File: src/rtl/cmos_capture.sv
// Camera pixel-bus capture: aligns to whole frames, skips start-up frames,
// writes active pixels into the DDR write FIFO and checks frame geometry.
module cmos_capture #(
  parameter int H_ActivePix = 1280,
  parameter int V_ActivePix = 768,
  parameter int SKIP_FRAMES = 10
) (
  input  logic       cmos_clk,
  input  logic       rstn,
  input  logic       capture_on,
  input  logic       cmos_vsync,
  input  logic       cmos_href,
  input  logic [7:0] cmos_data,
  input  logic       FIFO_FULL,
  output logic       wfifo_req,
  output logic [7:0] wfifo_data,
  output logic       frame_start,
  output logic       frame_done,
  output logic       frame_err,
  output logic       overflow,
  output logic       capturing,
  output logic [7:0] frame_cnt
);

  localparam logic [10:0] HExp    = 11'(H_ActivePix);
  localparam logic [9:0]  VExp    = 10'(V_ActivePix);
  localparam logic [7:0]  SkipLim = 8'(SKIP_FRAMES);

  typedef enum logic [1:0] {
    SKIP,
    WAIT_VS,
    CAPTURE,
    DROP
  } state_t;

  logic [1:0]  rst_sync_q;
  logic        rst_n;

  logic        vs_d0_q, vs_d1_q;
  logic        href_d0_q, href_d1_q;
  logic [7:0]  data_d0_q;

  state_t      state_q, state_d;
  logic [7:0]  skip_cnt_q, skip_cnt_d;
  logic [10:0] x_cnt_q, x_cnt_d;
  logic [9:0]  y_cnt_q, y_cnt_d;
  logic        line_err_q, line_err_d;
  logic        overflow_q, overflow_d;
  logic        frame_start_q, frame_start_d;
  logic        frame_done_q, frame_done_d;
  logic        frame_err_q, frame_err_d;
  logic [7:0]  frame_cnt_q, frame_cnt_d;
  logic        wfifo_req_q, wfifo_req_d;
  logic [7:0]  wfifo_data_q;

  logic        vs_fall, vs_rise, href_fall;
  logic [10:0] x_inc;
  logic [9:0]  y_inc;
  logic [9:0]  y_end;
  logic        line_end_bad;
  logic        frame_good;
  logic        start_now;

  // Reset asserts asynchronously but is released only on a clock edge.
  always_ff @(posedge cmos_clk or negedge rstn) begin
    if (!rstn) begin
      rst_sync_q <= 2'b00;
    end else begin
      rst_sync_q <= {rst_sync_q[0], 1'b1};
    end
  end

  assign rst_n = rst_sync_q[1];

  always_ff @(posedge cmos_clk or negedge rst_n) begin
    if (!rst_n) begin
      vs_d0_q   <= 1'b0;
      vs_d1_q   <= 1'b0;
      href_d0_q <= 1'b0;
      href_d1_q <= 1'b0;
      data_d0_q <= 8'd0;
    end else begin
      vs_d0_q   <= cmos_vsync;
      vs_d1_q   <= vs_d0_q;
      href_d0_q <= cmos_href;
      href_d1_q <= href_d0_q;
      data_d0_q <= cmos_data;
    end
  end

  assign vs_fall   = vs_d1_q & ~vs_d0_q;
  assign vs_rise   = ~vs_d1_q & vs_d0_q;
  assign href_fall = href_d1_q & ~href_d0_q;

  assign x_inc = (x_cnt_q == 11'h7FF) ? x_cnt_q : x_cnt_q + 11'd1;
  assign y_inc = (y_cnt_q == 10'h3FF) ? y_cnt_q : y_cnt_q + 10'd1;

  // A line ending on the vs_rise cycle itself still contributes to the verdict.
  assign line_end_bad = href_fall && (x_cnt_q != HExp);
  assign y_end        = href_fall ? y_inc : y_cnt_q;
  assign frame_good   = (y_end == VExp) && !line_err_q && !line_end_bad &&
                        !href_d0_q && !overflow_q;

  always_comb begin
    state_d       = state_q;
    skip_cnt_d    = skip_cnt_q;
    x_cnt_d       = x_cnt_q;
    y_cnt_d       = y_cnt_q;
    line_err_d    = line_err_q;
    overflow_d    = overflow_q;
    frame_start_d = 1'b0;
    frame_done_d  = 1'b0;
    frame_err_d   = 1'b0;
    frame_cnt_d   = frame_cnt_q;
    start_now     = 1'b0;

    case (state_q)
      SKIP: begin
        if (vs_fall) begin
          if (skip_cnt_q < SkipLim) begin
            skip_cnt_d = skip_cnt_q + 8'd1;
          end else if (capture_on) begin
            start_now = 1'b1;
          end else begin
            state_d = WAIT_VS;
          end
        end
      end
      WAIT_VS: begin
        if (vs_fall && capture_on) begin
          start_now = 1'b1;
        end
      end
      CAPTURE: begin
        if (vs_rise) begin
          state_d = WAIT_VS;
          if (frame_good) begin
            frame_done_d = 1'b1;
            frame_cnt_d  = frame_cnt_q + 8'd1;
          end else begin
            frame_err_d = 1'b1;
          end
        end else if (href_d0_q && FIFO_FULL) begin
          overflow_d = 1'b1;
          state_d    = DROP;
        end else begin
          if (href_d0_q) begin
            x_cnt_d = x_inc;
          end
          if (href_fall) begin
            if (x_cnt_q != HExp) begin
              line_err_d = 1'b1;
            end
            y_cnt_d = y_inc;
            x_cnt_d = 11'd0;
          end
        end
      end
      DROP: begin
        if (vs_rise) begin
          state_d     = WAIT_VS;
          frame_err_d = 1'b1;
        end
      end
      default: begin
        state_d = SKIP;
      end
    endcase

    if (start_now) begin
      state_d       = CAPTURE;
      frame_start_d = 1'b1;
      x_cnt_d       = 11'd0;
      y_cnt_d       = 10'd0;
      line_err_d    = 1'b0;
      overflow_d    = 1'b0;
    end
  end

  assign wfifo_req_d = (state_q == CAPTURE) & href_d0_q & ~FIFO_FULL & ~vs_rise;

  always_ff @(posedge cmos_clk or negedge rst_n) begin
    if (!rst_n) begin
      state_q       <= SKIP;
      skip_cnt_q    <= 8'd0;
      x_cnt_q       <= 11'd0;
      y_cnt_q       <= 10'd0;
      line_err_q    <= 1'b0;
      overflow_q    <= 1'b0;
      frame_start_q <= 1'b0;
      frame_done_q  <= 1'b0;
      frame_err_q   <= 1'b0;
      frame_cnt_q   <= 8'd0;
      wfifo_req_q   <= 1'b0;
      wfifo_data_q  <= 8'd0;
    end else begin
      state_q       <= state_d;
      skip_cnt_q    <= skip_cnt_d;
      x_cnt_q       <= x_cnt_d;
      y_cnt_q       <= y_cnt_d;
      line_err_q    <= line_err_d;
      overflow_q    <= overflow_d;
      frame_start_q <= frame_start_d;
      frame_done_q  <= frame_done_d;
      frame_err_q   <= frame_err_d;
      frame_cnt_q   <= frame_cnt_d;
      wfifo_req_q   <= wfifo_req_d;
      wfifo_data_q  <= data_d0_q;
    end
  end

  assign wfifo_req   = wfifo_req_q;
  assign wfifo_data  = wfifo_data_q;
  assign frame_start = frame_start_q;
  assign frame_done  = frame_done_q;
  assign frame_err   = frame_err_q;
  assign overflow    = overflow_q;
  assign capturing   = (state_q == CAPTURE);
  assign frame_cnt   = frame_cnt_q;

endmodule

File: config.mk
export PLATFORM = sky130hd
export DESIGN_NAME = cmos_capture
export DESIGN_NICKNAME = d
export VERILOG_FILES = /design/src/rtl/cmos_capture.sv
export SDC_FILE = /design/constraint.sdc
export NUM_CORES = 1
export LEC_CHECK = 0
export BUFFER_PORTS_ARGS = -buffer_cell sky130_fd_sc_hd__buf_2
export CAP_MARGIN = 20
export CORE_MARGIN = 2
export CORE_UTILIZATION = 30
export CTS_BUF_LIST = sky130_fd_sc_hd__clkbuf_8 sky130_fd_sc_hd__clkbuf_16
export DETAILED_ROUTE_END_ITERATION = 12
export GPL_ROUTABILITY_DRIVEN = 0
export SYNTH_ARGS = -nofsm -noshare
export SYNTH_HDL_FRONTEND = slang
export SYNTH_SLANG_ARGS = --single-unit
File: constraint.sdc
create_clock -name cmos_clk -period 2.1 [get_ports cmos_clk]
set_input_delay 0.42 -clock cmos_clk [delete_from_list [all_inputs] [get_ports cmos_clk]]
set_output_delay 0.42 -clock cmos_clk [all_outputs]
set_load 0.01 [all_outputs]
==> key figures, run 1 <==
Worst setup path
  • Crit path max-delay cell type: dfrtp_1
  • Max incr delay on CP: 400 ps
  • CP Class: reg -> reg
  • Worst EP arrival: 2550 ps
  • Critical-path maximum fanout: 3
  • Crit path capture type: flop
  • Data required, critical path: 2380 ps
  • CP Cell Sequence: inv_2, ha_1, nor4b_4, nand4b_1, a2111oi_4, nand4_4, nor4_2, buf_4, xor2_1
  • Worst setup SP type: flop

CTS
  • Clk_lat worst skew: 360 ps
  • Num CTS Buffers: 9
  • H-Tree Depth: 3
  • CTS clk-pin slew, worst paths: 80 ps
  • CTS tree: yes
  • Max clock buf depth: 2
  • CTS root buf: clkbuf_8
  • Total clock sinks: 67

Final layout
  • Synth-to-layout area growth: 34.9%
  • Antenna fix cells: 0
  • Commonest non-fill, non-tap cell in the layout: dfrtp_1
  • Share of cells above drive strength 1: 0.349
  • Commonest non-fill, non-tap cells in the layout: dfrtp_1, buf_4, buf_2
  • Final #Nets: 399

Power and ir drop
  • Overall Power: 3.36 mW
  • Max VDD drop: 0.705 mV
  • Leak: 1.99 nW
  • PwrDens: 797 nW/um^2

Timing
  • Slew Viols, Final: 0
  • RSZ-0062 raised after global routing: yes
  • Clock Skew: 11.4 ps
  • Minimum clock period: 2270 ps
  • Setup Viol. Count Final: 10
  • Smallest hold slack: 111 ps
  • Period utilization: 1.08
  • Final number of hold-violating endpoints: 0
  • Peak Freq: 0.441 GHz
  • PnR worst setup slack: -168 ps

Drt
  • WL final: 6.90 mm
  • Detailed Route Iter0 Violations: 88
  • Residual DRC: 0
  • First-pass iteration count of the detailed router: 4
  • Detail-routed via count per cell: 4.82
  • Antenna Violating Nets Remaining: 0
  • Total number of vias: 2490
  • Drt wl/cell: 13.3 um

Placement
  • Post-DP HPWL: 4.79 mm
  • IO buf count: 35

Global routing
  • Gr usage total: 0.130
  • Number of global-route vias before repair: 2459
  • Initial antenna violation count: 0
  • Largest net degree at the start of global routing: 59
  • Global-route wire length before repair: 11.6 mm
  • Grt total ovfl: 0

Die
  • Die height: 106 um
  • Die X-Extent: 106 um
  • # rows: 37
  • Die area: 11300 um^2
  • Starting density of the core: 0.305
  • Area of the core: 10200 um^2
  • Io pins: 36

Synth
  • Gate Count Post-Synth: 292
  • FFs w/ async S/R, synth: 1.00
  • Post-synth top flop: dfrtp_1
  • Post-synthesis sequential area ratio: 0.536
  • Synth warnings: 0
  • Netlist cell types: 53
  • Post-Syn Nets: 315
  • Flops & latches, synth: 67
  • Mapped Area: 3130 um^2
  • Syn_area_per_cell: 10.7 um^2
  • EDFF count, synth: 0

Outcome
  • Failing checks: setup timing
  • Status: finished with violations

Run
  • Max cap viols: 0

Min path
  • Hold Crit Class: reg -> async
[registers in the layout (all words and copies together) (netlist names), 2 cells and up]
register    cells
y_cnt_q        10
skip_cnt_q      8
x_cnt_q        11
rst_sync_q      2
frame_cnt       8
state_q         2
wfifo_data      8
data_d0_q       8
[worst paths after layout]
path / from / endpoint / slack (ps) / depth (start not counted)
min: rst_sync_q[1] / wfifo_data[5] / 110 / 0
max reg2reg: x_cnt_q[0] / frame_cnt[7] / -170 / 9
min reg2reg: rst_sync_q[1] / wfifo_data[5] / 110 / 0
max: x_cnt_q[0] / frame_cnt[7] / -170 / 9
min in group cmos_clk: cmos_href / href_d0_q / 160 / 1
max in group asynchronous: rst_sync_q[1] / skip_cnt_q[3] / 1440 / 1
[cell type report]
type / count / area [um^2]
Clock buffer: 9 / 124
Clock inverter: 7 / 92.6
Fill cell: 970 / 6010
Inverter: 7 / 26.3
Multi-Input combinational cell: 204 / 1530
Sequential cell: 67 / 1680
Tap cell: 136 / 170
Timing Repair Buffer: 87 / 601
[synthesized netlist by cell type, types with 3 or more instances]
cell	count	share of area
and4_1	4	0.011
xor2_1	17	0.048
nor2b_1	4	0.0080
ha_1	9	0.036
dfrtp_1	67	0.54
clkbuf_1	7	0.0084
a21oi_1	11	0.018
o21ai_0	9	0.014
and2_1	3	0.0060
nand2_1	24	0.029
o211ai_1	5	0.012
nand3_1	15	0.024
and3_1	4	0.0080
inv_1	7	0.0084
nand2b_1	3	0.0060
or3_1	3	0.0060
nor2_1	30	0.036
nor3_1	9	0.014
nand4_1	7	0.014
mux2i_1	4	0.013
buf_2	3	0.0048
mux2_2	3	0.011
nor4_1	6	0.012
[worst max-delay path: cells and delay by family (launching register included)]
kind                     cells  cell delay, ps
AND/OR/NAND/NOR              4             880
buffers and inverters        2             230
AO/OA/AOI/OAI                1             400
flip-flops                   1             400
XOR/XNOR                     1             140
adder cells (fa/ha/maj)      1             140
[per-stage QoR]
stage                     cells  cell area [um^2]  setup WS, ps   util  TNS, ps
final                       517              4220          -168  0.412    -1140
after global routing        517              4220          -368  0.412    -3000
after CTS                   515              4110          -255  0.402    -1610
after detailed placement    497              3790          -314  0.370    -2110
after global placement      497              3790          -161  0.370    -1020
after floorplan             292              3130          -189      -     -189
[kinds of logic after synthesis]
logic type | share of synthesized area
buffers and inverters | 0.0312
and+or+nand+nor | 0.222
xor gates and xnor gates | 0.0532
DFF | 0.536
adders and majority gates | 0.0360
muxes | 0.0284
AOI/OAI and AO/OA | 0.0913
other | 0.00120
[metal layers]
metal  share of wire  track usage  vias up
met4           0.019       0.0620        0
met1            0.48        0.170     1226
met3           0.032       0.0313       11
met2            0.47        0.205       44
met5               0            0        -
li1                -            -     1209
[power by group]
part | total, mW | internal (mW) | switching (mW)
Sequential | 1.50 | 1.40 | 0.0947
Combinational | 0.679 | 0.331 | 0.348
Clock | 1.18 | 0.665 | 0.519
Total | 3.36 | 2.40 | 0.961
[timing repair]
item / 4_1_cts / 5_1_grt
hold endpoints to repair: 2 / 0
setup endpoints to repair: 10 / 15
hold buffers: 1 / 0
gates resized for setup: 14 / 18
pin swaps: 6 / 5
buffers inserted: 1 / 2
No activity file was read; power rests on OpenSTA's default activity.
==> run 2, diff against run 1 <==
--- a/config.mk
+++ b/config.mk
@@ -12,6 +12,8 @@
 export CTS_BUF_LIST = sky130_fd_sc_hd__clkbuf_8 sky130_fd_sc_hd__clkbuf_16
 export DETAILED_ROUTE_END_ITERATION = 12
 export GPL_ROUTABILITY_DRIVEN = 0
+export PLACE_DENSITY = 0.47
+export REMOVE_ABC_BUFFERS = 1
 export SYNTH_ARGS = -nofsm -noshare
 export SYNTH_HDL_FRONTEND = slang
 export SYNTH_SLANG_ARGS = --single-unit
==> key figures, run 2 (synthesis gave the netlist of run 1 again) <==
Worst setup path
  • Crit path capture type: flop
  • Worst setup SP type: flop
  • Data required, critical path: 2330 ps
  • Worst EP arrival: 2500 ps
  • Critical-path maximum fanout: 6
  • CP Class: reg -> reg

Placement
  • Post-DP HPWL: 4.98 mm
  • IO buf count: 35
  • Worst slack at placement: -351 ps
  • Placed cell count: 502
  • DP Area: 3810 um^2

Run
  • Max cap viols: 0

Timing
  • Minimum clock period: 2270 ps
  • Setup Viol. Count Final: 8
  • RSZ-0062 raised after global routing: yes
  • Slew Viols, Final: 0
  • Peak Freq: 0.440 GHz
  • Final number of hold-violating endpoints: 0
  • PnR worst setup slack: -173 ps
  • Period utilization: 1.08
  • Clock Skew: 12.8 ps

Drt
  • Antenna Violating Nets Remaining: 0
  • Detail-routed via count per cell: 4.69
  • Drt wl/cell: 13.7 um
  • Total number of vias: 2466
  • Detailed Route Iter0 Violations: 61
  • First-pass iteration count of the detailed router: 4
  • Residual DRC: 0
  • WL final: 7.20 mm

CTS
  • Total clock sinks: 67
  • H-Tree Depth: 3
  • Max clock buf depth: 2
  • Clk_lat worst skew: 350 ps
  • Num CTS Buffers: 9
  • CTS tree: yes
  • CTS root buf: clkbuf_8
  • CTS clk-pin slew, worst paths: 80 ps

Final layout
  • Top Registers: x_cnt_q (11), y_cnt_q (10)
  • Synth-to-layout area growth: 37.8%
  • Commonest non-fill, non-tap cell in the layout: dfrtp_1
  • Filler cell count: 974
  • Final #Nets: 408
  • Largest register FFs: 11
  • Antenna fix cells: 0
  • Share of cells above drive strength 1: 0.372
  • Commonest non-fill, non-tap cells in the layout: dfrtp_1, buf_4, buf_2
  • Non-filler cells, final: 526
  • Final Util: 0.421
  • Design area: 4310 um^2
  • Largest Register: x_cnt_q

Outcome
  • Status: finished with violations
  • Failing checks: setup timing

Global routing
  • Grt total ovfl: 0
  • Number of global-route vias before repair: 2569
  • Global-route wire length before repair: 12.3 mm
  • Gr usage total: 0.139
  • Largest net degree at the start of global routing: 48
  • Initial antenna violation count: 0

Min path
  • Hold Crit Class: in -> reg

Die
  • Starting density of the core: 0.305
  • Die height: 106 um
  • Io pins: 36
  • Die area: 11300 um^2
  • Area of the core: 10200 um^2
  • Die X-Extent: 106 um
  • # rows: 37

Power and ir drop
  • Leak: 2.03 nW
  • Max VDD drop: 0.458 mV
  • PwrDens: 830 nW/um^2
run 2: stage by stage:
stage | hold WS, ps | setup TNS [ps] | total power, mW
final | 178 | -1070 | 3.57
after floorplan | 124 | -214 | 1.86
after CTS | 159 | -804 | 3.55
after detailed placement | 206 | -2440 | 2.13
after global placement | 205 | -1750 | 2.11
after global routing | 153 | -2400 | 3.78
run 2: final timing paths:
check | start | end | slack [ps] | depth (start not counted)
max | y_cnt_q[1] | frame_cnt[1] | -170 | 7
min | cmos_vsync | vs_d0_q | 180 | 1
max reg2reg | y_cnt_q[1] | frame_cnt[1] | -170 | 7
min reg2reg | rst_sync_q[1] | wfifo_data[4] | 190 | 0
max in group asynchronous | rst_sync_q[1] | state_q[0] | 1310 | 1
min in group asynchronous | rst_sync_q[1] | wfifo_data[4] | 190 | 0
run 2: where the power goes:
| part | total [mW] | internal, mW | switching, mW |
|---|---|---|---|
| Sequential | 1.49 | 1.40 | 0.0901 |
| Combinational | 0.749 | 0.379 | 0.370 |
| Clock | 1.33 | 0.823 | 0.508 |
run 2: what timing repair did:
item / in CTS / in global routing
pin swaps: 11 / 4
endpoints found under the setup margin: 10 / 14
hold buffers: 1 / 0
gates resized for setup: 18 / 17
setup buffers: 3 / 4
endpoints found under the hold margin: 2 / 0
run 2: layout make-up:
type                       count  area, um^2  share of cell area
sequential                    67        1680               0.389
multi-input combinational    204        1520               0.353
timing repair buffer          96         663               0.154
tap                          136         170              0.0395
clock buffer                  10         138              0.0319
clock inverter                 6         113              0.0261
inverter                       7        26.3             0.00610
run 2: critical path: stages (launching register included):
cell and delay (ps):
dfrtp_1 390, ha_1 230, buf_4 160, a41oi_2 170
and3b_1 170, a2bb2o_2 380, nor4_4 330, mux2_4 330
run 2: metal layers:
layer | GRT usage | up-vias | part of all wire
li1 | - | 1221 | -
met1 | 0.191 | 1196 | 0.49
met2 | 0.213 | 42 | 0.46
met3 | 0.0362 | 7 | 0.038
met4 | 0.0451 | 0 | 0.014
met5 | 0 | - | 0
==> run 3, diff against run 2 <==
--- a/config.mk
+++ b/config.mk
@@ -7,13 +7,16 @@
 export LEC_CHECK = 0
 export BUFFER_PORTS_ARGS = -buffer_cell sky130_fd_sc_hd__buf_2
 export CAP_MARGIN = 20
+export CELL_PAD_IN_SITES_DETAIL_PLACEMENT = 1
+export CELL_PAD_IN_SITES_GLOBAL_PLACEMENT = 2
 export CORE_MARGIN = 2
 export CORE_UTILIZATION = 30
 export CTS_BUF_LIST = sky130_fd_sc_hd__clkbuf_8 sky130_fd_sc_hd__clkbuf_16
 export DETAILED_ROUTE_END_ITERATION = 12
 export GPL_ROUTABILITY_DRIVEN = 0
-export PLACE_DENSITY = 0.47
+export PLACE_DENSITY = 0.66
 export REMOVE_ABC_BUFFERS = 1
+export SLEW_MARGIN = 10
 export SYNTH_ARGS = -nofsm -noshare
 export SYNTH_HDL_FRONTEND = slang
 export SYNTH_SLANG_ARGS = --single-unit
==> key figures, run 3 (synthesis gave the netlist of run 1 again) <==
Outcome
  • Status: finished with violations
  • Failing checks: setup timing

Timing
  • PnR worst setup slack: -177 ps
  • Final number of hold-violating endpoints: 0
  • Total negative slack: -1080 ps
  • Slew Viols, Final: 0
  • Peak Freq: 0.439 GHz
  • Setup Viol. Count Final: 9
  • Minimum clock period: 2280 ps
  • Clock Skew: 13.2 ps
  • Period utilization: 1.08
  • RSZ-0062 raised after global routing: yes
  • Smallest hold slack: 83.1 ps

Worst setup path
  • Critical-path maximum fanout: 7
  • Worst EP arrival: 2540 ps
  • Crit path max-delay cell type: dfrtp_1
  • CP Class: reg -> reg
  • Crit path from: x_cnt_q[0]
  • Critical R2R Capture: frame_cnt[5]
  • Worst Setup EP: frame_cnt[5]
  • Critical R2R Launch: x_cnt_q[0]
  • Worst reg2reg setup slack: -180 ps
  • Max incr delay on CP: 400 ps
  • Crit path capture type: flop
  • Worst setup SP type: flop
  • Depth of the worst register-to-register path: 9
  • Data required, critical path: 2360 ps
  • CP Cell Sequence: inv_2, ha_1, nor4b_4, nand4b_1, a2111oi_4, nand4_4, buf_8, nor4_4, xor2_1

Drt
  • Residual DRC: 0
  • Drt wl/cell: 15.2 um
  • Detail-routed via count per cell: 4.79
  • Total number of vias: 2526
  • Detailed Route Iter0 Violations: 92
  • First-pass iteration count of the detailed router: 4
  • WL final: 8.01 mm
  • Antenna Violating Nets Remaining: 0

CTS
  • Clk_lat worst skew: 350 ps
  • H-Tree Depth: 3
  • Max clock buf depth: 2
  • CTS tree: yes
  • Num CTS Buffers: 9
  • Total clock sinks: 67
  • CTS root buf: clkbuf_8
  • CTS clk-pin slew, worst paths: 90 ps

Die
  • # rows: 37
  • Die area: 11300 um^2
  • Die height: 106 um
  • Starting density of the core: 0.305
  • Area of the core: 10200 um^2
  • Io pins: 36
  • Die X-Extent: 106 um

Final layout
  • Final #Nets: 409
  • Largest Register: x_cnt_q
  • Multi-input logic area: 1520 um^2
  • Top Registers: x_cnt_q (11), y_cnt_q (10)
  • Share of cells above drive strength 1: 0.371
  • Non-filler cells, final: 527
  • Seq. cell area: 1680 um^2
  • Synth-to-layout area growth: 36.4%
  • Commonest non-fill, non-tap cells in the layout: dfrtp_1, buf_4, buf_2
  • Antenna fix cells: 0
  • Filler cell count: 1140
  • Design area: 4260 um^2
  • Largest register FFs: 11
  • Commonest non-fill, non-tap cell in the layout: dfrtp_1

Global routing
  • Global-route wire length before repair: 13.6 mm
  • Number of global-route vias before repair: 2680
  • Grt total ovfl: 0
  • Largest net degree at the start of global routing: 34
  • Initial antenna violation count: 0
  • Gr usage total: 0.156

Min path
  • Hold Crit Class: reg -> async

Placement
  • IO buf count: 35
  • Placed cell count: 503
  • Worst slack at placement: -316 ps
  • Post-DP HPWL: 5.88 mm
  • DP Area: 3830 um^2

Power and ir drop
  • PwrDens: 778 nW/um^2
  • Leak: 2.02 nW
  • Max VDD drop: 0.436 mV

Run
  • Max cap viols: 0
## run 3: per-stage QoR
stage / util / total power, mW
2_1_floorplan: - / 1.86
3_3_place_gp: 0.374 / 2.17
3_5_place_dp: 0.374 / 2.18
4_1_cts: 0.404 / 3.29
5_1_grt: 0.417 / 3.53
6_report: 0.417 / 3.32
## run 3: worst min path at each step
stage	startpoint	endpoint	cells after the start
detailed placement	rst_sync_q[1]	data_d0_q[0]	0
finish	rst_sync_q[1]	data_d0_q[3]	0
CTS	rst_sync_q[1]	data_d0_q[3]	0
global placement	rst_sync_q[1]	data_d0_q[0]	0
floorplan	rstn	rst_sync_q[0]	0
global route	rst_sync_q[1]	data_d0_q[3]	0
## run 3: worst max-delay path, delay by kind of cell (launching register included)
| family | cells | cell delay (ps) |
|---|---|---|
| AND/OR/NAND/NOR | 4 | 800 |
| XOR/XNOR | 1 | 190 |
| AO/OA/AOI/OAI | 1 | 390 |
| adder cells (fa/ha/maj) | 1 | 140 |
| flip-flops | 1 | 400 |
| buffers and inverters | 2 | 260 |
## run 3: what timing repair did
item / 4_1_cts / 5_1_grt
resized for setup: 16 / 18
pin swaps: 7 / 10
endpoints found under the setup margin: 14 / 23
hold buffers: 1 / 0
setup buffers: 2 / 5
endpoints found under the hold margin: 2 / 0
## run 3: power by group
part / switching, mW / total, mW / internal (mW)
combinational: 0.387 / 0.782 / 0.394
sequential: 0.0896 / 1.49 / 1.40
clock: 0.583 / 1.04 / 0.458
## run 3: area by class of cell
class,instances,share of cell area
multi-input cells,204,0.356
inverters,7,0.00616
flip-flops and latches,67,0.394
clock buffers,9,0.0291
clock inverters,7,0.0164
repair buffers,97,0.158
well taps,136,0.0399
## run 3: layer usage
metal  routed length, um  up-vias  GRT usage
met5                   0        -          0
met4                  80        0     0.0508
met3                 207        8     0.0319
met2                3840       30      0.251
met1                3880     1263      0.210
li1                    -     1225          -
